<file path="src/rtl/accel_host_if.sv">
// accel_host_if: job stream, result beat and accelerator register bus of the host sequencer
interface accel_host_if;
    logic        in_valid;
    logic        in_ready;
    logic [31:0] in_data;
    logic        out_valid;
    logic        out_ready;
    logic [31:0] out_norm;
    logic [31:0] out_raw;
    logic [8:0]  out_avg;
    logic [18:0] out_var;
    logic        out_err;
    logic        busy;
    logic [15:0] job_cnt;
    logic [31:0] bus_addr;
    logic        bus_wr_en;
    logic        bus_sel;
    logic [31:0] bus_wdata;
    logic [31:0] bus_rdata;
    modport master (
        input  in_valid, in_data, out_ready, bus_rdata,
        output in_ready, out_valid, out_norm, out_raw, out_avg, out_var, out_err,
               busy, job_cnt, bus_addr, bus_wr_en, bus_sel, bus_wdata
    );
    modport slave (
        output in_valid, in_data, out_ready, bus_rdata,
        input  in_ready, out_valid, out_norm, out_raw, out_avg, out_var, out_err,
               busy, job_cnt, bus_addr, bus_wr_en, bus_sel, bus_wdata
    );
endinterface

</file>
<file path="src/rtl/accel_host_seq.sv">
// accel_host_seq: loads a 7-word job into the convolution accelerator, starts it, polls done and returns the results
module accel_host_seq #(
    parameter logic [31:0] BASE_ADDR = 32'h0000_0000,
    parameter int unsigned POLL_MAX  = 16
) (
    input logic         clk,
    input logic         rst,
    accel_host_if.master io
);
    typedef enum logic [2:0] {IDLE, LOAD, GO, POLL, READ, OUT} state_t;
    localparam logic [3:0] CTRL = 4'b1000;
    state_t      state_q, state_d;
    logic [2:0]  wcnt_q, wcnt_d;
    logic [1:0]  rcnt_q, rcnt_d;
    logic [15:0] pcnt_q, pcnt_d;
    logic [15:0] job_cnt_q, job_cnt_d;
    logic        out_valid_q, out_valid_d;
    logic        out_err_q, out_err_d;
    logic [31:0] norm_q, norm_d;
    logic [31:0] raw_q, raw_d;
    logic [8:0]  avg_q, avg_d;
    logic [18:0] res_var_q, res_var_d;
    logic [31:0] addr_q, addr_d;
    logic [31:0] wdata_q, wdata_d;
    logic        wr_q, wr_d;
    logic        sel_q, sel_d;
    logic [3:0]  code;
    logic        accept;
    assign io.in_ready  = !rst && (state_q == IDLE || (state_q == LOAD && wcnt_q != 3'd7));
    assign accept       = io.in_valid && io.in_ready;
    assign io.out_valid = out_valid_q;
    assign io.out_err   = out_err_q;
    assign io.out_norm  = norm_q;
    assign io.out_raw   = raw_q;
    assign io.out_avg   = avg_q;
    assign io.out_var   = res_var_q;
    assign io.busy      = state_q != IDLE;
    assign io.job_cnt   = job_cnt_q;
    assign io.bus_addr  = addr_q;
    assign io.bus_wr_en = wr_q;
    assign io.bus_sel   = sel_q;
    assign io.bus_wdata = wdata_q;
    always_comb begin
        state_d     = state_q;
        wcnt_d      = wcnt_q;
        rcnt_d      = rcnt_q;
        pcnt_d      = pcnt_q;
        job_cnt_d   = job_cnt_q;
        out_valid_d = out_valid_q;
        out_err_d   = out_err_q;
        norm_d      = norm_q;
        raw_d       = raw_q;
        avg_d       = avg_q;
        res_var_d   = res_var_q;
        sel_d       = 1'b0;
        wr_d        = 1'b0;
        wdata_d     = 32'h0;
        code        = 4'h0;
        case (state_q)
            IDLE, LOAD: begin
                if (wcnt_q == 3'd7) begin
                    state_d = GO;
                    sel_d   = 1'b1;
                    wr_d    = 1'b1;
                    code    = CTRL;
                    wdata_d = 32'h1;
                end else if (accept) begin
                    // word index 0..5 maps to codes A..F, the last word (G) to code 0
                    state_d = LOAD;
                    wcnt_d  = wcnt_q + 3'd1;
                    sel_d   = 1'b1;
                    wr_d    = 1'b1;
                    code    = wcnt_q == 3'd6 ? 4'h0 : 4'hA + {1'b0, wcnt_q};
                    wdata_d = io.in_data;
                end
            end
            GO: begin
                state_d = POLL;
                pcnt_d  = 16'h0;
                sel_d   = 1'b1;
                code    = CTRL;
            end
            POLL: begin
                if (io.bus_rdata[31]) begin
                    state_d = READ;
                    rcnt_d  = 2'd0;
                    sel_d   = 1'b1;
                    code    = 4'h1;
                end else if (pcnt_q == 16'(POLL_MAX - 1)) begin
                    state_d     = OUT;
                    out_valid_d = 1'b1;
                    out_err_d   = 1'b1;
                    norm_d      = 32'h0;
                    raw_d       = 32'h0;
                    avg_d       = 9'h0;
                    res_var_d   = 19'h0;
                end else begin
                    pcnt_d = pcnt_q + 16'd1;
                    sel_d  = 1'b1;
                    code   = CTRL;
                end
            end
            READ: begin
                norm_d    = rcnt_q == 2'd0 ? io.bus_rdata : norm_q;
                raw_d     = rcnt_q == 2'd1 ? io.bus_rdata : raw_q;
                avg_d     = rcnt_q == 2'd2 ? io.bus_rdata[8:0] : avg_q;
                res_var_d = rcnt_q == 2'd3 ? io.bus_rdata[18:0] : res_var_q;
                rcnt_d    = rcnt_q + 2'd1;
                if (rcnt_q == 2'd3) begin
                    state_d     = OUT;
                    out_valid_d = 1'b1;
                    out_err_d   = 1'b0;
                end else begin
                    sel_d = 1'b1;
                    code  = rcnt_q == 2'd0 ? 4'h3 : rcnt_q == 2'd1 ? 4'h5 : 4'h6;
                end
            end
            OUT: begin
                if (io.out_ready) begin
                    state_d     = IDLE;
                    out_valid_d = 1'b0;
                    out_err_d   = 1'b0;
                    job_cnt_d   = job_cnt_q + 16'd1;
                    wcnt_d      = 3'd0;
                end
            end
            default: state_d = IDLE;
        endcase
        addr_d = sel_d ? BASE_ADDR + {26'd0, code, 2'b00} : 32'h0;
    end
    always_ff @(posedge clk or posedge rst) begin
        if (rst) begin
            state_q     <= IDLE;
            wcnt_q      <= 3'd0;
            rcnt_q      <= 2'd0;
            pcnt_q      <= 16'h0;
            job_cnt_q   <= 16'h0;
            out_valid_q <= 1'b0;
            out_err_q   <= 1'b0;
            norm_q      <= 32'h0;
            raw_q       <= 32'h0;
            avg_q       <= 9'h0;
            res_var_q   <= 19'h0;
            addr_q      <= 32'h0;
            wdata_q     <= 32'h0;
            wr_q        <= 1'b0;
            sel_q       <= 1'b0;
        end else begin
            state_q     <= state_d;
            wcnt_q      <= wcnt_d;
            rcnt_q      <= rcnt_d;
            pcnt_q      <= pcnt_d;
            job_cnt_q   <= job_cnt_d;
            out_valid_q <= out_valid_d;
            out_err_q   <= out_err_d;
            norm_q      <= norm_d;
            raw_q       <= raw_d;
            avg_q       <= avg_d;
            res_var_q   <= res_var_d;
            addr_q      <= addr_d;
            wdata_q     <= wdata_d;
            wr_q        <= wr_d;
            sel_q       <= sel_d;
        end
    end
endmodule

</file>
<file path="src/flat_wrapper.sv">
// flat-port wrapper written by rule: the top's interface ports become plain ports
module accel_host_seq_flat 
#(
    parameter logic [31:0] BASE_ADDR = 32'h0000_0000,
    parameter int unsigned POLL_MAX  = 16
)
  (clk, rst, io_in_valid, io_in_data, io_out_ready, io_bus_rdata, io_in_ready, io_out_valid, io_out_norm, io_out_raw, io_out_avg, io_out_var, io_out_err, io_busy, io_job_cnt, io_bus_addr, io_bus_wr_en, io_bus_sel, io_bus_wdata);
  accel_host_if io_i ();
  input logic clk;
  input logic rst;
  input wire logic [$bits(io_i.in_valid)-1:0] io_in_valid;
  input wire logic [$bits(io_i.in_data)-1:0] io_in_data;
  input wire logic [$bits(io_i.out_ready)-1:0] io_out_ready;
  input wire logic [$bits(io_i.bus_rdata)-1:0] io_bus_rdata;
  output wire logic [$bits(io_i.in_ready)-1:0] io_in_ready;
  output wire logic [$bits(io_i.out_valid)-1:0] io_out_valid;
  output wire logic [$bits(io_i.out_norm)-1:0] io_out_norm;
  output wire logic [$bits(io_i.out_raw)-1:0] io_out_raw;
  output wire logic [$bits(io_i.out_avg)-1:0] io_out_avg;
  output wire logic [$bits(io_i.out_var)-1:0] io_out_var;
  output wire logic [$bits(io_i.out_err)-1:0] io_out_err;
  output wire logic [$bits(io_i.busy)-1:0] io_busy;
  output wire logic [$bits(io_i.job_cnt)-1:0] io_job_cnt;
  output wire logic [$bits(io_i.bus_addr)-1:0] io_bus_addr;
  output wire logic [$bits(io_i.bus_wr_en)-1:0] io_bus_wr_en;
  output wire logic [$bits(io_i.bus_sel)-1:0] io_bus_sel;
  output wire logic [$bits(io_i.bus_wdata)-1:0] io_bus_wdata;
  assign io_i.in_valid = io_in_valid;
  assign io_i.in_data = io_in_data;
  assign io_i.out_ready = io_out_ready;
  assign io_i.bus_rdata = io_bus_rdata;
  assign io_in_ready = io_i.in_ready;
  assign io_out_valid = io_i.out_valid;
  assign io_out_norm = io_i.out_norm;
  assign io_out_raw = io_i.out_raw;
  assign io_out_avg = io_i.out_avg;
  assign io_out_var = io_i.out_var;
  assign io_out_err = io_i.out_err;
  assign io_busy = io_i.busy;
  assign io_job_cnt = io_i.job_cnt;
  assign io_bus_addr = io_i.bus_addr;
  assign io_bus_wr_en = io_i.bus_wr_en;
  assign io_bus_sel = io_i.bus_sel;
  assign io_bus_wdata = io_i.bus_wdata;
  accel_host_seq #(.BASE_ADDR(BASE_ADDR), .POLL_MAX(POLL_MAX)) u_core (.clk(clk), .rst(rst), .io(io_i));
endmodule
</file>
<file path="config.mk">
export PLATFORM = sky130hd
export DESIGN_NAME = accel_host_seq_flat
export DESIGN_NICKNAME = d
export VERILOG_FILES = /design/src/rtl/accel_host_if.sv /design/src/rtl/accel_host_seq.sv /design/src/flat_wrapper.sv
export SDC_FILE = /design/constraint.sdc
export NUM_CORES = 1
export LEC_CHECK = 0
export BUFFER_PORTS_ARGS = -buffer_cell sky130_fd_sc_hd__buf_2
export CAP_MARGIN = 15
export CORE_ASPECT_RATIO = 0.9
export CORE_MARGIN = 1.5
export CORE_UTILIZATION = 47
export CTS_BUF_LIST = sky130_fd_sc_hd__clkbuf_2
export CTS_CLUSTER_DIAMETER = 80
export DETAILED_ROUTE_END_ITERATION = 6
export PLACE_DENSITY = 0.9
export RECOVER_POWER = 100
export SETUP_SLACK_MARGIN = 0.5
export SYNTH_ARGS = -nofsm -noshare
export SYNTH_HDL_FRONTEND = slang
export SYNTH_SLANG_ARGS = --single-unit
</file>
<file path="constraint.sdc">
create_clock -name clk -period 4.8 [get_ports clk]
set_clock_uncertainty 0.15 [all_clocks]
set_input_delay 0.24 -clock clk [delete_from_list [all_inputs] [get_ports clk]]
set_output_delay 0.24 -clock clk [all_outputs]
set_load 0.01 [all_outputs]
</file>
* Yosys cells after proc, flatten, opt, wreduce, memory -nomap -nowiden
Cells that the tools add are included.
Word-level totals: register bits 200, bits of input ports 68, word-level logic and storage cells 124
Operators by class: add/subtract/negate cells 5, equality and inequality tests 25, muxes and demuxes 56, reductions and logical operators 23
Operators by type and width (count):
- $mux 32 | 7
- $pmux 32 s2 | 2
- $mux 19 | 3
- $pmux 19 s2 | 1
- $add 16x1->16 const B | 2
- $mux 16 | 2
- $pmux 16 s2 | 1
- $mux 4 | 7
- $mux 9 | 3
- $mux 3 | 8
- $reduce_and 4->1 | 6
- $pmux 9 s2 | 1
- $eq 16x4->1 const B | 1
- $pmux 4 s4 | 1
- $pmux 3 s5 | 1
- $eq 3x3->1 const B | 4
- $ne 2x1->1 const B | 6
- $mux 1 | 11
- $ne 2x2->1 const B | 5
- $eq 3x2->1 const B | 2
- $mux 6 | 1
- $pmux 1 s3 | 2
- $pmux 3 s2 | 1
- $reduce_bool 2->1 | 3
- other kinds (22) | 28

* Depth between registers and ports, before layout
word-level depth 9, depth in mapped cells 8

* Least setup slack after synthesis
Ideal clock, no wire load.
kind input -> register, start point input port rst, end point register u_core.wdata_q[10], in the netlist u_core.io.bus_wdata[10], library setup time 0.066 ns, arrival time 4.889 ns, setup slack -0.305 ns, stages 4, cell sequence inv_1 -> and4b_1 -> clkbuf_1 -> and2_1
Between the ends: word-level cells in the longest chain between the ends 6
RTL lines:
- start, declared | RTL line flat_wrapper.sv:10 | input logic rst;
- $logic_not 1->1 (no line)
- $logic_and 1x1->1 | RTL line accel_host_seq.sv:29 | assign io.in_ready = !rst && (state_q == IDLE || (state_q == LOAD && wcnt_q != 3'd7));
- $logic_and 1x1->1 | RTL line accel_host_seq.sv:30 | assign accept = io.in_valid && io.in_ready;
- $mux 32 | RTL line accel_host_seq.sv:67 | end else if (accept) begin
- $mux 32 | RTL line accel_host_seq.sv:61 | if (wcnt_q == 3'd7) begin
- $mux 32 | RTL line accel_host_seq.sv:59 | case (state_q)
- net u_core.wdata_d[10] | RTL line accel_host_seq.sv:24 | logic [31:0] wdata_q, wdata_d;
- end signal, assigned | RTL line accel_host_seq.sv:161 | wdata_q <= wdata_d;
- end, declared | RTL line accel_host_seq.sv:24
The timed path passes the listed nets, and every way through them passes these cells. A chain may end at the register's enable or synchronous reset.

* Worst setup path after layout
start point register u_core.state_q[0], end point register u_core.norm_q[2], in the netlist u_core.io.out_norm[2]
Between the ends: word-level cells in the longest chain between the ends 3
RTL lines:
- start, declared | RTL line accel_host_seq.sv:12 | state_t state_q, state_d;
- start signal, assigned | RTL line accel_host_seq.sv:149 | state_q <= state_d;
- $eq 3x3->1 / $eq 3x2->1 (equally long branches) | RTL line accel_host_seq.sv:59
- $ne 2x1->1 (no line) (tied with other cells)
- $reduce_and 4->1 (no line)
- end signal, assigned | RTL line accel_host_seq.sv:156 | norm_q <= norm_d;
- end, declared | RTL line accel_host_seq.sv:19 | logic [31:0] norm_q, norm_d;
Parallel ways exist; a longest one is shown, timed or not.

==> results.sh <==
export IMPL_final_layout_size_suffix_gt1_share_pct=12.7
export IMPL_arrival_ns=4.34
export IMPL_synth_warnings=0
export IMPL_period_minus_slack_ns=3.85
export IMPL_synth_edff_count=0
export IMPL_holdCritPathClass="in -> reg"
export IMPL_grt_max_degree=174
export IMPL_relSlewSlack_pct=1.99
export IMPL_final_common_cell="dfrtp_1"
export IMPL_synth_ff_type="dfrtp_1"
export IMPL_die_x_um=133
export IMPL_rsz0062_at_grt="false"
export IMPL_first_iter_violations=565
export IMPL_start_util_pct=48.2
export IMPL_hold_path_endpoint="u_core.io.bus_wdata[6]"
export IMPL_hold_viol=0
export IMPL_dp_cells=947
export IMPL_grt_pass1_wl_um=30300
export IMPL_dr_pass1_iters=5
export IMPL_postSynthAreaPerCell_um2=12.6
export IMPL_fill_cells=1201
export IMPL_synthArstFlopShare_pct=100
export IMPL_cts_tree="built"
export IMPL_grt_pass1_vias=5884
export IMPL_dp_hpwl_um=11800
export IMPL_synthCells=566
export IMPL_cts_root_buf="clkbuf_2"
export IMPL_die_area_um2=15900
export IMPL_ys_ff_latch=172
export IMPL_max_cap_viol_count=1
export IMPL_r2r_start="u_core.state_q[0]"
export IMPL_hold_path_depth=3
export IMPL_path_clk_slew_ns=0.25
export IMPL_violations="capacitance limit"
export IMPL_max_freq_mhz=260
export IMPL_antenna_left=0
export IMPL_antenna_found_initial=2
export IMPL_num_rows=42
export IMPL_reg2reg_depth=6
export IMPL_r2r_slack_ns=0.95
export IMPL_cp_start_kind="flip-flop"
export IMPL_setup_tns_ns=0
export IMPL_pin_count=246
export IMPL_worstMarginPinSlew_ns=1.43
export IMPL_cts_buffers_inserted=17
export IMPL_status="complete, but fails checks"
export IMPL_die_y_um=120
export IMPL_ys_seq_area_share_pct=60.4
export IMPL_route_detailed_drc=0
export IMPL_areaGrowthSynthToFinish_pct=25.6
export IMPL_synth_cell_types=46
export IMPL_crit_type="reg -> reg"
export IMPL_htreeDepth=4
export IMPL_fin_crit_sh_pct=80.2
export IMPL_grt_usage_pct=24.4
export IMPL_fin_area_um2=8950
export IMPL_crit_fanout=32
export IMPL_gp_congestion=0.830
export IMPL_final_cell_mix="dfrtp_1, clkbuf_1, a32o_1"
export IMPL_dr_total_vias=5879
export IMPL_setup_viol=0
export IMPL_p_leak_nw=4.14
export IMPL_insertion_delay_ns=0.74
export IMPL_cts_setup_buffers=0
export IMPL_peakVddDrop_mv=0.287
export IMPL_final_cells=1050
export IMPL_post_drt_wl_per_cell_um=18.3
export IMPL_core_area_um2=14800
export IMPL_nets=916
export IMPL_min_delay_start="io_in_data[6]"
export IMPL_r2r_end="u_core.io.out_norm[2]"
export IMPL_wirelength_um=19200
export IMPL_place_port_buffers=217
export IMPL_synth_area_um2=7120
export IMPL_power_density_nw_per_um2=433
export IMPL_cts_sinks=172
export IMPL_finalMaxSlewViolations=0
export IMPL_grt_overflow_total=0
export IMPL_final_core_util_pct=60.6
export IMPL_critPathRequiredTime_ns=5.29
export IMPL_vias_per_cell=5.60
export IMPL_cts_max_path_buffers=2
export IMPL_dpl_cell_area_um2=8220
export IMPL_cp_end_kind="flip-flop"
[kinds of logic after synthesis]
kind of cell / synth area share (%)
AOI/OAI and AO/OA: 17.2
xor gates and xnor gates: 3.20
adders and majority gates: 1.76
buffers and inverters: 5.95
DFF: 60.4
muxes: 0.316
other: 0.0526
and+or+nand+nor: 11.1
[how the worst max path moves through the flow]
stage	slack [ns]	depth (start not counted)	startpoint	to
2_1_floorplan	0.73	4	rst	u_core.io.bus_wdata[10]
3_3_place_gp	1.68	6	u_core.state_q[0]	u_core.io.out_raw[24]
3_5_place_dp	1.61	6	u_core.state_q[0]	u_core.io.out_raw[22]
4_1_cts	1.61	6	u_core.state_q[0]	u_core.io.out_raw[25]
5_1_grt	0.68	6	u_core.state_q[0]	u_core.io.out_norm[2]
6_report	0.95	6	u_core.state_q[0]	u_core.io.out_norm[2]
[critical path: stages (launching register included)]
cell and delay, ns:
dfrtp_1 0.64, clkinv_1 0.35, nor3_1 0.51, a21o_1 0.13, clkbuf_2 0.56, nand2_1 0.87, a32o_1 0.51
[stage by stage]
step / hold WS (ns) / setup slack, ns / power, mW
finish: 0.0706 / 0.951 / 3.87
global route: 0.00278 / 0.681 / 4.09
CTS: 0.0263 / 1.61 / 3.95
detailed placement: 0.298 / 1.61 / 3.08
global placement: 0.296 / 1.68 / 3.04
floorplan: 0.219 / 0.725 / 2.65
[Yosys cell counts, types with 13 or more instances]
| cell type | n | area [um^2] |
|---|---|---|
| buf_4 | 29 | 218 |
| and2_1 | 33 | 206 |
| nand3_1 | 14 | 70.1 |
| nor2_1 | 25 | 93.8 |
| nand2_1 | 28 | 105 |
| a32o_1 | 92 | 921 |
| a21oi_1 | 13 | 65.1 |
| clkbuf_1 | 18 | 67.6 |
| dfrtp_1 | 172 | 4300 |
| xor2_1 | 15 | 131 |
[state kept, by name (all words and copies together), names as in the netlist, 3 cells and up]
signal,count
u_core.io.bus_wdata,32
u_core.pcnt_q,16
u_core.io.out_avg,9
u_core.io.out_raw,32
u_core.io.job_cnt,16
u_core.wcnt_q,3
u_core.io.bus_addr,4
u_core.state_q,3
u_core.io.out_var,19
u_core.io.out_norm,32
[power by group]
| group | internal [mW] | total (mW) | leakage, nW | switching (mW) |
|---|---|---|---|---|
| registers | 1.71 | 1.90 | 2.36 | 0.191 |
| logic | 0.417 | 1.13 | 1.62 | 0.718 |
| clock network | 0.306 | 0.839 | 0.162 | 0.533 |
| total | 2.43 | 3.87 | 4.14 | 1.44 |
[layout make-up]
class                   instances  area, um^2  share of cell area (%)
multi-input cells             347        2440                    27.3
clock inverters                14         183                    2.04
repair buffers                292        1650                    18.4
flip-flops and latches        172        4300                    48.1
inverters                       8        31.3                   0.350
diodes                          1        2.50                  0.0280
clock buffers                  18        90.1                    1.01
well taps                     198         248                    2.77
[metal layers]
layer  up-vias  routed length [um]  GRT usage (%)
met5         -                  13              0
met4         2                 556           9.48
met3        51                1680           8.24
met2       321                9320           40.4
met1      2900                7620           29.5
li1       2605                   -              -
[timing repair]
item                                   in CTS  in global routing
endpoints found under the hold margin     314                  2
hold buffers                               68                  2
gates resized for setup                     0                  0
Power figures use the tool's default switching activity.
